## src/rtl/mem_access_ctrl.sv

```systemverilog
// mem_access_ctrl: single-outstanding CPU load/store controller for a
// word-wide memory. Handles RV32I byte/half/word lane placement on stores
// and lane extraction with sign/zero extension on loads.
// Optional build macro MEM_MISALIGN_TRAP_EN: misaligned requests complete
// immediately with rsp_err=1 instead of being issued to memory.
module mem_access_ctrl (
  input  logic        clk,
  input  logic        rst,
  input  logic        req_valid,
  output logic        req_ready,
  input  logic        req_we,
  input  logic [2:0]  req_funct3,
  input  logic [31:0] req_addr,
  input  logic [31:0] req_wdata,
  output logic [31:0] mem_address,
  output logic        mem_read,
  output logic        mem_write,
  output logic [3:0]  mem_byte_enable,
  output logic [31:0] mem_wdata,
  input  logic [31:0] mem_rdata,
  input  logic        mem_resp,
  output logic        rsp_valid,
  output logic [31:0] rsp_rdata,
  output logic        rsp_err
);

  typedef enum logic [1:0] {IDLE = 2'd0, ISSUE = 2'd1, DONE = 2'd2} state_t;

  state_t      state_q, state_d;
  logic        we_q;
  logic [2:0]  funct3_q;
  logic [31:0] addr_q;
  logic [31:0] wdata_q;
  logic [31:0] rdata_q;
  logic        trap_w;

  function automatic logic [3:0] byte_enable(input logic [2:0] f3, input logic [1:0] a);
    case (f3[1:0])
      2'b00:   byte_enable = 4'b0001 << a;
      2'b01:   byte_enable = 4'b0011 << {a[1], 1'b0};
      default: byte_enable = 4'b1111;
    endcase
  endfunction

  function automatic logic [31:0] store_align(input logic [2:0] f3, input logic [1:0] a,
                                              input logic [31:0] wd);
    case (f3[1:0])
      2'b00:   store_align = {24'd0, wd[7:0]} << {a, 3'b000};
      2'b01:   store_align = {16'd0, wd[15:0]} << {a[1], 4'b0000};
      default: store_align = wd;
    endcase
  endfunction

  function automatic logic [31:0] load_extract(input logic [2:0] f3, input logic [1:0] a,
                                               input logic [31:0] rd);
    logic [7:0]  b;
    logic [15:0] h;
    b = rd[{a, 3'b000} +: 8];
    h = rd[{a[1], 4'b0000} +: 16];
    case (f3[1:0])
      2'b00:   load_extract = f3[2] ? {24'd0, b} : {{24{b[7]}}, b};
      2'b01:   load_extract = f3[2] ? {16'd0, h} : {{16{h[15]}}, h};
      default: load_extract = rd;
    endcase
  endfunction

`ifdef MEM_MISALIGN_TRAP_EN
  logic err_q;

  function automatic logic misaligned(input logic [2:0] f3, input logic [1:0] a);
    misaligned = ((f3[1:0] == 2'b01) && a[0]) || (f3[1] && (a != 2'b00));
  endfunction

  assign trap_w = misaligned(req_funct3, req_addr[1:0]);
`else
  assign trap_w = 1'b0;
`endif

  // State register; reset abandons any access in flight.
  always_ff @(posedge clk) begin
    if (rst) state_q <= IDLE;
    else     state_q <= state_d;
  end

  // Next-state: accept in IDLE, wait for mem_resp in ISSUE, one-cycle DONE.
  always_comb begin
    state_d = state_q;
    case (state_q)
      IDLE:    if (req_valid) state_d = trap_w ? DONE : ISSUE;
      ISSUE:   if (mem_resp)  state_d = DONE;
      DONE:    state_d = IDLE;
      default: state_d = IDLE;
    endcase
  end

  // Request capture on accept and load-data capture on memory completion.
  always_ff @(posedge clk) begin
    if (state_q == IDLE && req_valid) begin
      we_q     <= req_we;
      funct3_q <= req_funct3;
      addr_q   <= req_addr;
      wdata_q  <= req_wdata;
      rdata_q  <= 32'd0;
`ifdef MEM_MISALIGN_TRAP_EN
      err_q    <= trap_w;
`endif
    end else if (state_q == ISSUE && mem_resp) begin
      rdata_q  <= we_q ? 32'd0 : load_extract(funct3_q, addr_q[1:0], mem_rdata);
    end
  end

  // Outputs: memory side only in ISSUE, response side only in DONE.
  always_comb begin
    req_ready       = (state_q == IDLE);
    mem_address     = 32'd0;
    mem_read        = 1'b0;
    mem_write       = 1'b0;
    mem_byte_enable = 4'd0;
    mem_wdata       = 32'd0;
    rsp_valid       = 1'b0;
    rsp_rdata       = 32'd0;
    rsp_err         = 1'b0;
    case (state_q)
      ISSUE: begin
        mem_address     = {addr_q[31:2], 2'b00};
        mem_read        = ~we_q;
        mem_write       = we_q;
        mem_byte_enable = we_q ? byte_enable(funct3_q, addr_q[1:0]) : 4'b1111;
        mem_wdata       = we_q ? store_align(funct3_q, addr_q[1:0], wdata_q) : 32'd0;
      end
      DONE: begin
        rsp_valid = 1'b1;
        rsp_rdata = rdata_q;
`ifdef MEM_MISALIGN_TRAP_EN
        rsp_err   = err_q;
`endif
      end
      default: ;
    endcase
  end

endmodule
```

## config.mk

```make
export PLATFORM = sky130hd
export DESIGN_NAME = mem_access_ctrl
export DESIGN_NICKNAME = d
export VERILOG_FILES = /design/src/rtl/mem_access_ctrl.sv
export SDC_FILE = /design/constraint.sdc
export NUM_CORES = 1
export LEC_CHECK = 0
export BUFFER_PORTS_ARGS = -buffer_cell sky130_fd_sc_hd__buf_2
export CORE_MARGIN = 5
export CORE_UTILIZATION = 45
export DETAILED_ROUTE_END_ITERATION = 8
export PLACE_DENSITY = 0.73
export SYNTH_ARGS = -nofsm -noshare
export SYNTH_HDL_FRONTEND = slang
export SYNTH_SLANG_ARGS = --single-unit
```

## constraint.sdc

```tcl
create_clock -name clk -period 2.9 [get_ports clk]
set_clock_uncertainty 0.05 [all_clocks]
set_input_delay 0.58 -clock clk [delete_from_list [all_inputs] [get_ports clk]]
set_output_delay 0.58 -clock clk [all_outputs]
set_load 0.05 [all_outputs]
```

## Word-level counts from Yosys, hierarchy flattened

Cells that the tools add are included.

| storage, ports and cells | value |
|---|---|
| bits in writable memories | 0 |
| bits in latches | 0 |
| memories kept | 0 |
| flip-flop bits (word level) | 102 |
| bits in read-only memories | 0 |
| word-level logic and storage cells | 41 |

| operators by class | value |
|---|---|
| add/sub/neg operators | 0 |
| reduce and logical (&&, ||, !) cells | 5 |
| shifts and indexed selects | 6 |
| divide/modulo/power cells | 0 |
| multiplexer cells | 18 |
| eq/ne operators | 5 |
| magnitude comparators | 0 |
| multiply operators | 0 |
| bitwise gates (word level) | 1 |

Operator list:

| cell | count |
|---|---|
| $mux W32 | 7 |
| $pmux W32 S2 | 2 |
| $shiftx A32 B6 Y16 | 1 |
| $shiftx A32 B6 Y8 | 1 |
| $shl A16 B5 Y32 | 1 |
| $shl A8 B5 Y32 | 1 |
| $mux W4 | 2 |
| $pmux W4 S2 | 1 |
| $eq A2 B1 Y1 const B | 2 |
| $logic_not A2 Y1 | 2 |
| $mux W2 | 2 |
| $ne A2 B2 Y1 const B | 2 |
| $pmux W2 S2 | 1 |
| $shl A1 B2 Y4 const A | 1 |
| $shl A2 B2 Y4 const A | 1 |
| $mux W1 | 3 |
| $eq A2 B2 Y1 const B | 1 |
| $logic_and A1 B1 Y1 | 2 |
| $reduce_and A2 Y1 | 1 |
| $not A1 Y1 | 1 |

## Logic depth before layout (Yosys ltp)

Gate-level depths: netlist (run 1).

| depth | value |
|---|---|
| word-level depth | 4 |
| mapped depth | 6 |

## Least setup slack after synthesis (run 1)

OpenSTA, ideal clock, no wires.

| timing path | value |
|---|---|
| kind | register to register |
| start point | reg state_q[1] |
| end point | reg addr_q[0] (enable) |
| clock period less this slack | 3.050 ns |
| slack | -0.150 ns |
| arrival | 2.578 ns |
| cell stages (with the launch flop) | 4 |
| path through | dfxtp_1 nor2_1 nand2_1 inv_1 |

| between the ends | value |
|---|---|
| longest elaborated chain between the ends | 2 |

Ends and longest elaborated chain:

| element | line | source |
|---|---|---|
| from (decl) | 29 | `state_t state_q, state_d;` |
| from (signal assigned) | 82 | `else state_q <= state_d;` |
| $logic_not A2 Y1 | n/a |  |
| net req_ready | 10 | `output logic req_ready,` |
| $logic_and A1 B1 Y1 | 98 | `if (state_q == IDLE && req_valid) begin` |
| to (signal assigned) | 101 | `addr_q <= req_addr;` |
| to (decl) | 32 | `logic [31:0] addr_q;` |

The timed path passes the listed nets, and every way through them passes these cells.
A chain may end at the register's enable or synchronous reset.

## Worst setup path in the final report (run 1)

| timing path | value |
|---|---|
| start point | reg state_q[0] |
| end point | out mem_wdata[12] |

| between the ends | value |
|---|---|
| longest elaborated chain between the ends | 2 |

Ends and longest elaborated chain:

| element | line | source |
|---|---|---|
| $eq A2 B1 Y1 | 123 | `case (state_q)` |
| $mux W32 | 123 |  |
| to (decl) | 19 | `output logic [31:0] mem_wdata,` |

Every way passes these cells.

==> flow_metrics.env, run 1 <==
export IMPL_postRouteAntennaNets=0
export IMPL_root_buffer="clkbuf_8"
export IMPL_irDropWorstVdd_v=0.0003567
export IMPL_yosys_register_bits=102
export IMPL_final_layout_size_suffix_gt1_frac=0.4063
export IMPL_grt_util_met2=0.3409
export IMPL_timing_worst_setup_path_type="register to output pin"
export IMPL_most_numerous_cell_in_the_yosys_netlist="and2_1"
export IMPL_worstPathCellList="nor2b_1 > nand2_1 > buf_4 > nor2_1 > buf_4 > a22o_1 > buf_2"
export IMPL_routed_wl_um=13360
export IMPL_synth_largest_area_cell="edfxtp_1"
export IMPL_post_cts_buffers=0
export IMPL_finalHoldViolCount=0
export IMPL_holdCritPathClass="input port to register"
export IMPL_synth_cells_most_frequent="and2_1, edfxtp_1, dfxtp_1, nor2_1, nand2_1"
export IMPL_initial_core_util=0.4571
export IMPL_setup_viol_count_final=0
export IMPL_synth_top_cell_area_share=0.4366
export IMPL_insertion_delay_ps=380
export IMPL_worst_path_most_repeated_cell="buf_4"
export IMPL_timing_critical_path_from_type="register"
export IMPL_path_buf_inv=3
export IMPL_synthCells=426
export IMPL_reg2reg_from="funct3_q[1]$_DFFE_PP_"
export IMPL_critPathRequiredTime_ps=2270
export IMPL_first_pass_iters=5
export IMPL_dieArea_um2=12530
export IMPL_grt_util_met1=0.2588
export IMPL_clock_sinks=102
export IMPL_place_port_buffers=205
export IMPL_detail_route_drc_violations=0
export IMPL_number_of_global_route_vias_before_repair=4095
export IMPL_tritoncts="done"
export IMPL_design_final_nets=730
export IMPL_core_area_um2=10230
export IMPL_timing_critical_path_slowest_cell_delay_ps=430
export IMPL_largest_net_degree_at_the_start_of_global_routing=69
export IMPL_async_reset_ff_frac=0
export IMPL_row_count=37
export IMPL_cts_path_max_buffers=2
export IMPL_dr_first_iter_drc_count=192
export IMPL_final_period_utilization=0.9511
export IMPL_grt_util_met3=0.07011
export IMPL_clk_pin_slew_worst_paths_ps=100
export IMPL_area_growth_pct=29.45
export IMPL_timing_worst_slew_pin_value_ps=999.2
export IMPL_path_max_fanout=18
export IMPL_final_min_clock_period_ps=2758
export IMPL_gpl_final_weighted_congestion=0.8411
export IMPL_pwr_density_cell_nw_per_um2=519.0
export IMPL_routedWlPerCell_um=17.43
export IMPL_timing_critical_path_arrival_ps=2130
export IMPL_grt_antenna_before_repair=1
export IMPL_worst_hold_launch="rst"
export IMPL_grt_pass1_wl_um=21080
export IMPL_crit_path_top_delay_cell="dfxtp_1"
export IMPL_detailedPlacementHpwl_um=9898
export IMPL_grt_total_usage=0.2108
export IMPL_synth_edf_count=68
export IMPL_top_usage_layer="met2"
export IMPL_overflow=0
export IMPL_critical_path_top_delay_family="buffers and inverters"
export IMPL_total_leakage_power_uw=0.002817
export IMPL_post_route_cell_area_um2=6055
export IMPL_viasPerCell=5.304
export IMPL_rsz0062_at_grt="false"
export IMPL_synth_top_cells_by_area="edfxtp_1, dfxtp_1, and2_1"
export IMPL_outcome="complete, no violations"
export IMPL_routed_vias=4063
export IMPL_tritoncts_num_buffers=9
export IMPL_post_synth_instance_area_um2=4677
export IMPL_max_cap_viol_count=0
export IMPL_timing_setup_tns_ps=0
export IMPL_slew_violations=0
export IMPL_cp_startpoint="state_q[0]$_SDFFE_PP0P_"
export IMPL_antenna_cells_inserted=0
export IMPL_yosys_warnings=0
export IMPL_crit_path_end_kind="output pin"
export IMPL_placement_cell_area_um2=5867
export IMPL_synth_cell_types=37
export IMPL_io_pin_count=209
export IMPL_avgSynthCellArea_um2=10.98
export IMPL_ys_seq_area_frac=0.5821
export IMPL_headroom_to_the_max_slew_limit=0.3314
export IMPL_synth_main_ff_cell="edfxtp_1"
export IMPL_chipHeight_um=111.9
export IMPL_die_w_um=111.9
export IMPL_h_tree_depth=3
export IMPL_maxClockFrequency_mhz=362.6
per-layer routing:
layer,routed length [um],vias to the layer above
li1,-,1938
met1,5284,1878
met2,6197,215
met3,1490,30
met4,364,2
met5,18,-
through the flow:
stage               setup slack [ps]  std cells    util  total power (uW)  hold WS, ps
finish                         141.8        766  0.5918              3142        311.4
global route                   6.722        766  0.5918              3280        303.3
CTS                            116.2        766  0.5918              3156        297.3
detailed placement             534.1        751  0.5734              2282        387.0
global placement               567.6        751  0.5734              2272        382.6
floorplan                      252.1        428       -              2085        367.7
logic make-up after synthesis:
| family | share of synthesized area |
|---|---|
| other | 0.0008018 |
| multiplexers | 0.009363 |
| buffers and inverters | 0.04441 |
| AO/OA/AOI/OAI | 0.1760 |
| AND/OR/NAND/NOR | 0.1873 |
| flip-flops | 0.5821 |
where the power goes:
| part | internal [uW] | switching (uW) | total, uW |
|---|---|---|---|
| Sequential | 1650 | 45.6 | 1700 |
| Clock | 397 | 497 | 894 |
| Combinational | 177 | 375 | 552 |
| Total | 2220 | 918 | 3140 |
cells in the final DEF (no fill, tap or decap), types with 2 or more instances in the layout:
cell        synthesis  final
buf_2               4    205
and2_1             70     70
edfxtp_1           68     68
nor2_1             34     34
dfxtp_1            34     34
nand2_1            23     23
o21ai_0            18     18
a22oi_1            17     17
a22o_1             16     16
buf_4               3     16
nand3_1            15     15
a21oi_1            14     14
inv_1              12     10
a221o_2            10     10
nor3_1              9      9
clkbuf_8            0      9
a32o_1              8      8
a31oi_1             7      7
a21o_1              7      7
a221o_1             6      6
nor2b_1             6      4
mux2_2              3      3
conb_1              1      3
nand2b_1            2      2
nor2b_2             0      2
clkinvlp_4          0      2
registers in the layout, summed over array words and instances, names as in the netlist:
signal,flops
addr_q,32
rdata_q,32
wdata_q,32
funct3_q,3
state_q,2
we_q,1
worst paths after layout:
path | slack [ps] | to | cells after the start
max | 140 | mem_wdata[12] | 7
min | 310 | state_q[0]$_SDFFE_PP0P_ | 2
max reg2reg | 570 | rdata_q[8]$_SDFFE_PP0P_ | 5
min reg2reg | 410 | rdata_q[14]$_SDFFE_PP0P_ | 1
area by class of cell:
cell class / instances / area [um2]
clock buffers: 10 / 127.6
clock inverters: 5 / 60.06
fillers: 890 / 4177
inverters: 12 / 48.80
multi-input cells: 279 / 1759
flip-flops and latches: 102 / 2723
well taps: 136 / 170.2
repair buffers: 222 / 1166
repair_timing:
action | 4_1_cts | 5_1_grt
endpoints found under the hold margin | 0 | 0
resized for setup | 0 | 1
hold buffers | 0 | 0
endpoints found under the setup margin | 0 | 8
(Power assumes the default switching activity.)
==> run 2: changes to the inputs <==
--- a/config.mk
+++ b/config.mk
@@ -9,5 +9,6 @@
 export CORE_MARGIN = 5
-export CORE_UTILIZATION = 45
+export CORE_UTILIZATION = 47
 export DETAILED_ROUTE_END_ITERATION = 8
-export PLACE_DENSITY = 0.73
+export HOLD_SLACK_MARGIN = 0.15
+export PLACE_DENSITY = 0.76
 export SYNTH_ARGS = -nofsm -noshare
==> constraint.sdc (replaced) <==
create_clock -name clk -period 2.9 [get_ports clk]
set_clock_uncertainty 0.05 [all_clocks]
set_input_delay 0.145 -clock clk [delete_from_list [all_inputs] [get_ports clk]]
set_output_delay 0.145 -clock clk [all_outputs]
set_load 0.05 [all_outputs]
==> run 2 against run 1 <==
  * Cell count up 11%
  * Largest power group unchanged
  * Largest cell class unchanged
  * Core utilization increased by 12 points
  * Power is 1.7% higher
  * Sequential share of layout area fell by 5.7 points
  * Critical path depth is the same
  * First-iteration DRC count rose by 58%
  * Routed wire length is 17% higher
  * Clock-buffer cell count decreased by 1
  * Worst setup slack better by 100 ps
  * Non-clock buffer count is 87 higher
==> flow_metrics.env, run 2 (same netlist as run 1, synthesis figures left out) <==
export IMPL_largest_net_degree_at_the_start_of_global_routing=38
export IMPL_io_pin_count=209
export IMPL_maxClockFrequency_mhz=376.9
export IMPL_routed_wl_um=15640
export IMPL_design_final_nets=817
export IMPL_max_cap_viol_count=0
export IMPL_h_tree_depth=3
export IMPL_first_pass_iters=7
export IMPL_worst_hold_launch="mem_rdata[1]"
export IMPL_placed_cells=743
export IMPL_root_buffer="clkbuf_8"
export IMPL_area_growth_pct=48.10
export IMPL_insertion_delay_ps=380
export IMPL_cp_startpoint="funct3_q[0]$_DFFE_PP_"
export IMPL_final_cell_mix="buf_2, dlygate4sd3_1, and2_1, edfxtp_1, dfxtp_1"
export IMPL_outcome="complete, no violations"
export IMPL_gpl_final_weighted_congestion=0.9066
export IMPL_initial_core_util=0.4807
export IMPL_mostFrequentLayoutCell="buf_2"
export IMPL_place_port_buffers=205
export IMPL_chipHeight_um=109.8
export IMPL_timing_worst_slew_pin_value_ps=997.7
export IMPL_grt_total_usage=0.2640
export IMPL_biggestRegsByFlops="addr_q (32), rdata_q (32), wdata_q (32)"
export IMPL_r2r_slack_ps=480
export IMPL_tritoncts_num_buffers=9
export IMPL_fin_total_pwr_uw=3195
export IMPL_detail_route_drc_violations=0
export IMPL_row_count=36
export IMPL_cts_path_max_buffers=2
export IMPL_overflow=0
export IMPL_clock_sinks=102
export IMPL_rsz0062_at_grt="false"
export IMPL_dr_first_iter_drc_count=304
export IMPL_final_layout_size_suffix_gt1_frac=0.3510
export IMPL_timing_critical_path_from_type="register"
export IMPL_number_of_global_route_vias_before_repair=4688
export IMPL_setup_viol_count_final=0
export IMPL_reg2reg_from="state_q[0]$_SDFFE_PP0P_"
export IMPL_path_max_fanout=14
export IMPL_final_cell_count_no_fill=852
export IMPL_postRouteAntennaNets=0
export IMPL_die_w_um=109.8
export IMPL_final_period_utilization=0.9150
export IMPL_routedWlPerCell_um=18.36
export IMPL_core_area_um2=9729
export IMPL_grt_pass1_wl_um=23920
export IMPL_tritoncts="done"
export IMPL_grt_antenna_before_repair=1
export IMPL_irDropWorstVdd_v=0.0003486
export IMPL_timing_worst_setup_path_type="register to output pin"
export IMPL_total_leakage_power_uw=0.003178
export IMPL_hold_slack_ps=178.2
export IMPL_headroom_to_the_max_slew_limit=0.3324
export IMPL_clk_pin_slew_worst_paths_ps=100
export IMPL_slew_violations=0
export IMPL_crit_path_end_kind="output pin"
export IMPL_detailedPlacementHpwl_um=10060
export IMPL_viasPerCell=5.374
export IMPL_holdCritPathClass="input port to register"
export IMPL_routed_vias=4579
export IMPL_timing_setup_tns_ps=0
export IMPL_timing_critical_path_arrival_ps=2460
export IMPL_pwr_density_cell_nw_per_um2=461.2
export IMPL_finalHoldViolCount=0
export IMPL_final_min_clock_period_ps=2653
export IMPL_dieArea_um2=12050
export IMPL_critPathRequiredTime_ps=2710
[run 2: cell count changes in the layout (fill, tap and decap cells not counted), sizes merged]
cell,previous run,this run
bufinv,1,0
dlygate4sd3,0,92
clkinvlp,3,2
buf,222,217
inv,12,11
clkinv,1,6
clkbuf,10,9
diode,0,1
[run 2: final timing paths]
check                                           endpoint  cells past startpoint
worst max-delay path                       mem_wdata[19]                      7
worst min-delay path             rdata_q[1]$_SDFFE_PP0P_                      4
worst max register to register  rdata_q[25]$_SDFFE_PP0P_                      5
worst min register to register   rdata_q[9]$_SDFFE_PP0P_                      1
[run 2: worst max-delay path, stage by stage (launching register included)]
cell,delay [ps]
edfxtp_1,590
buf_4,280
nor2b_2,410
nor3_1,90
buf_4,190
a22oi_1,200
nor2_1,100
buf_2,230
[run 2: per-layer routing]
layer	vias to the layer above	GRT usage	routed length [um]
li1	2115	-	-
met1	2113	0.3065	5781
met2	308	0.4494	7676
met3	43	0.07575	1612
met4	0	0.1238	569
met5	-	0	0
[run 2: power by group]
part | switching (uW) | leakage [uW] | internal [uW]
sequential | 52.4 | 0.000927 | 1650
clock | 523 | 0.0000868 | 314
combinational | 400 | 0.00216 | 254
total | 975 | 0.00318 | 2220
[run 2: what timing repair did]
| item | CTS | global route |
|---|---|---|
| buffers inserted | 0 | 0 |
| gates resized for setup | 0 | 1 |
| endpoints found under the hold margin | 94 | 0 |
| hold buffers | 92 | 0 |
| endpoints found under the setup margin | 0 | 8 |
[run 2: metrics by stage]
step / setup WS, ps / utilization / instance area (um2)
floorplan: 424.4 / - / 4688
global placement: 657.0 / 0.5988 / 5826
detailed placement: 548.7 / 0.5988 / 5826
CTS: 109.0 / 0.7114 / 6922
global route: 56.33 / 0.7119 / 6927
finish: 246.5 / 0.7119 / 6927
[run 2: area by class of cell]
type,instances,area [um2]
multi-input cells,279,1762
inverters,12,48.80
clock inverters,7,51.30
fillers,695,2803
diodes,1,2.502
flip-flops and latches,102,2723
clock buffers,9,123.9
repair buffers,309,2049
well taps,133,166.4
==> run 3: changes to the inputs <==
==> constraint.sdc (replaced) <==
create_clock -name clk -period 2.9 [get_ports clk]
set_clock_uncertainty 0.05 [all_clocks]
set_input_delay 0.29 -clock clk [delete_from_list [all_inputs] [get_ports clk]]
set_output_delay 0.29 -clock clk [all_outputs]
set_load 0.05 [all_outputs]
==> run 3 against run 2 <==
  * Combinational power is 0.6% lower
  * Fmax is 0.71% lower
  * Sequential power is essentially flat
  * Largest cell class unchanged
  * Largest power group unchanged
==> flow_metrics.env, run 3 (same netlist as run 1, synthesis figures left out) <==
export IMPL_final_cell_mix="buf_2, dlygate4sd3_1, and2_1, edfxtp_1, dfxtp_1"
export IMPL_die_w_um=109.8
export IMPL_rsz0062_at_grt="false"
export IMPL_ff_latch_area_um2=2723
export IMPL_multi_input_comb_area_um2=1764
export IMPL_grt_antenna_before_repair=0
export IMPL_final_layout_size_suffix_gt1_frac=0.3548
export IMPL_routed_top_layer="met4"
export IMPL_worst_r2r_endpoint="rdata_q[28]$_SDFFE_PP0P_"
export IMPL_route_layer_met1_wl_um=5845
export IMPL_timing_critical_path_arrival_ps=2330
export IMPL_routedWlPerCell_um=18.70
export IMPL_timing_worst_setup_path_type="register to output pin"
export IMPL_setup_viol_count_final=0
export IMPL_initial_core_util=0.4807
export IMPL_design_final_nets=812
export IMPL_met3WireLength_um=1734
export IMPL_holdCritPathClass="input port to register"
export IMPL_maxClockFrequency_mhz=374.2
export IMPL_viasPerCell=5.439
export IMPL_tritoncts="done"
export IMPL_timing_setup_tns_ps=0
export IMPL_timing_worst_slew_pin_value_ps=987.6
export IMPL_post_cts_buffers=0
export IMPL_outcome="complete, no violations"
export IMPL_overflow=0
export IMPL_filler_cell_count=677
export IMPL_irDropWorstVdd_v=0.0004007
export IMPL_root_buffer="clkbuf_8"
export IMPL_max_cap_viol_count=0
export IMPL_number_of_global_route_vias_before_repair=4581
export IMPL_path_max_fanout=20
export IMPL_timing_critical_path_from_type="register"
export IMPL_reg2reg_from="funct3_q[1]$_DFFE_PP_"
export IMPL_tritoncts_num_buffers=9
export IMPL_postRouteAntennaNets=0
export IMPL_detail_route_drc_violations=0
export IMPL_place_port_buffers=205
export IMPL_clk_pin_slew_worst_paths_ps=100
export IMPL_detailedPlacementHpwl_um=9723
export IMPL_ff2ff_path_depth=3
export IMPL_biggestRegsByFlops="addr_q (32), rdata_q (32), wdata_q (32)"
export IMPL_antenna_cells_inserted=0
export IMPL_core_area_um2=9729
export IMPL_routed_vias=4601
export IMPL_grt_total_usage=0.2653
export IMPL_crit_path_end_kind="output pin"
export IMPL_dr_wl_met2_um=7640
export IMPL_insertion_delay_ps=370
export IMPL_chipHeight_um=109.8
export IMPL_total_leakage_power_uw=0.003177
export IMPL_mostFrequentLayoutCell="buf_2"
export IMPL_hold_depth=3
export IMPL_row_count=36
export IMPL_final_period_utilization=0.9215
export IMPL_routed_wl_um=15820
export IMPL_critPathRequiredTime_ps=2560
export IMPL_dr_first_iter_drc_count=294
export IMPL_worstHoldEndpoint="state_q[1]$_SDFFE_PP0P_"
export IMPL_largest_net_degree_at_the_start_of_global_routing=39
export IMPL_clock_sinks=102
export IMPL_io_pin_count=209
export IMPL_dieArea_um2=12050
export IMPL_hold_slack_ps=180.0
export IMPL_final_min_clock_period_ps=2672
export IMPL_cts_path_max_buffers=2
export IMPL_slew_violations=0
export IMPL_worst_hold_launch="mem_resp"
export IMPL_area_growth_pct=47.73
export IMPL_headroom_to_the_max_slew_limit=0.3392
export IMPL_r2r_slack_ps=640
export IMPL_grt_pass1_wl_um=24050
export IMPL_finalHoldViolCount=0
export IMPL_pwr_density_cell_nw_per_um2=485.4
export IMPL_gpl_final_weighted_congestion=0.8526
export IMPL_first_pass_iters=5
export IMPL_h_tree_depth=3
==> run 3: changes by cell type in the layout (fill, tap and decap cells not counted), sizes merged <==
cell,change
buf,+2
bufinv,+2
clkbuf,+2
clkinv,-5
clkinvlp,-1
diode,-1
dlygate4sd3,-7
inv,+2
==> run 3: worst max-delay path, cell delays in order, from the launching register on <==
cell and delay [ps]:
edfxtp_1 470, buf_4 250, nor2b_2 150, buf_4 260
nor3_1 70, buf_4 210, a22oi_1 260, nor2_1 70
buf_2 220
==> run 3: layout make-up <==
cell class | count | share of cell area
inverters | 12 | 0.007063
repair buffers | 304 | 0.2887
multi-input cells | 279 | 0.2553
clock inverters | 5 | 0.01177
flip-flops and latches | 102 | 0.3941
clock buffers | 11 | 0.01901
well taps | 133 | 0.02409
==> run 3: per-layer routing <==
layer,up-vias,track usage
met1,2145,0.3115
met5,-,0
met3,49,0.08280
li1,2106,-
met2,301,0.4425
met4,0,0.1247
==> run 3: where the power goes <==
part / total (uW) / switching (uW) / internal [uW]
logic: 651 / 401 / 251
registers: 1710 / 54.1 / 1650
clock network: 997 / 505 / 491
total: 3350 / 960 / 2390
==> run 3: what timing repair did <==
| item | in CTS | in global routing |
|---|---|---|
| hold buffers | 85 | 0 |
| endpoints found under the hold margin | 85 | 0 |
| resized for setup | 0 | 2 |
| endpoints found under the setup margin | 0 | 8 |
==> run 3: per-stage QoR <==
step	util	power (uW)	std cells	area, um2	setup WS [ps]
after floorplan	-	2085	428	4688	424.4
after detailed placement	0.6003	2277	745	5841	467.9
final	0.7101	3354	846	6909	227.7
after global routing	0.7101	3479	846	6909	84.03
after CTS	0.7096	3326	846	6904	39.89
after global placement	0.6003	2267	745	5841	570.2
==> run 3: worst max path at each step <==
stage | slack [ps] | start | cells past startpoint | endpoint
floorplan | 420 | state_q[1]$_SDFFE_PP0P_ | 3 | addr_q[0]$_DFFE_PP_
global placement | 570 | addr_q[1]$_DFFE_PP_ | 5 | mem_wdata[13]
detailed placement | 470 | addr_q[1]$_DFFE_PP_ | 5 | mem_wdata[10]
CTS | 40 | addr_q[1]$_DFFE_PP_ | 5 | mem_wdata[10]
global route | 80 | funct3_q[0]$_DFFE_PP_ | 8 | mem_wdata[17]
finish | 230 | funct3_q[0]$_DFFE_PP_ | 8 | mem_wdata[23]
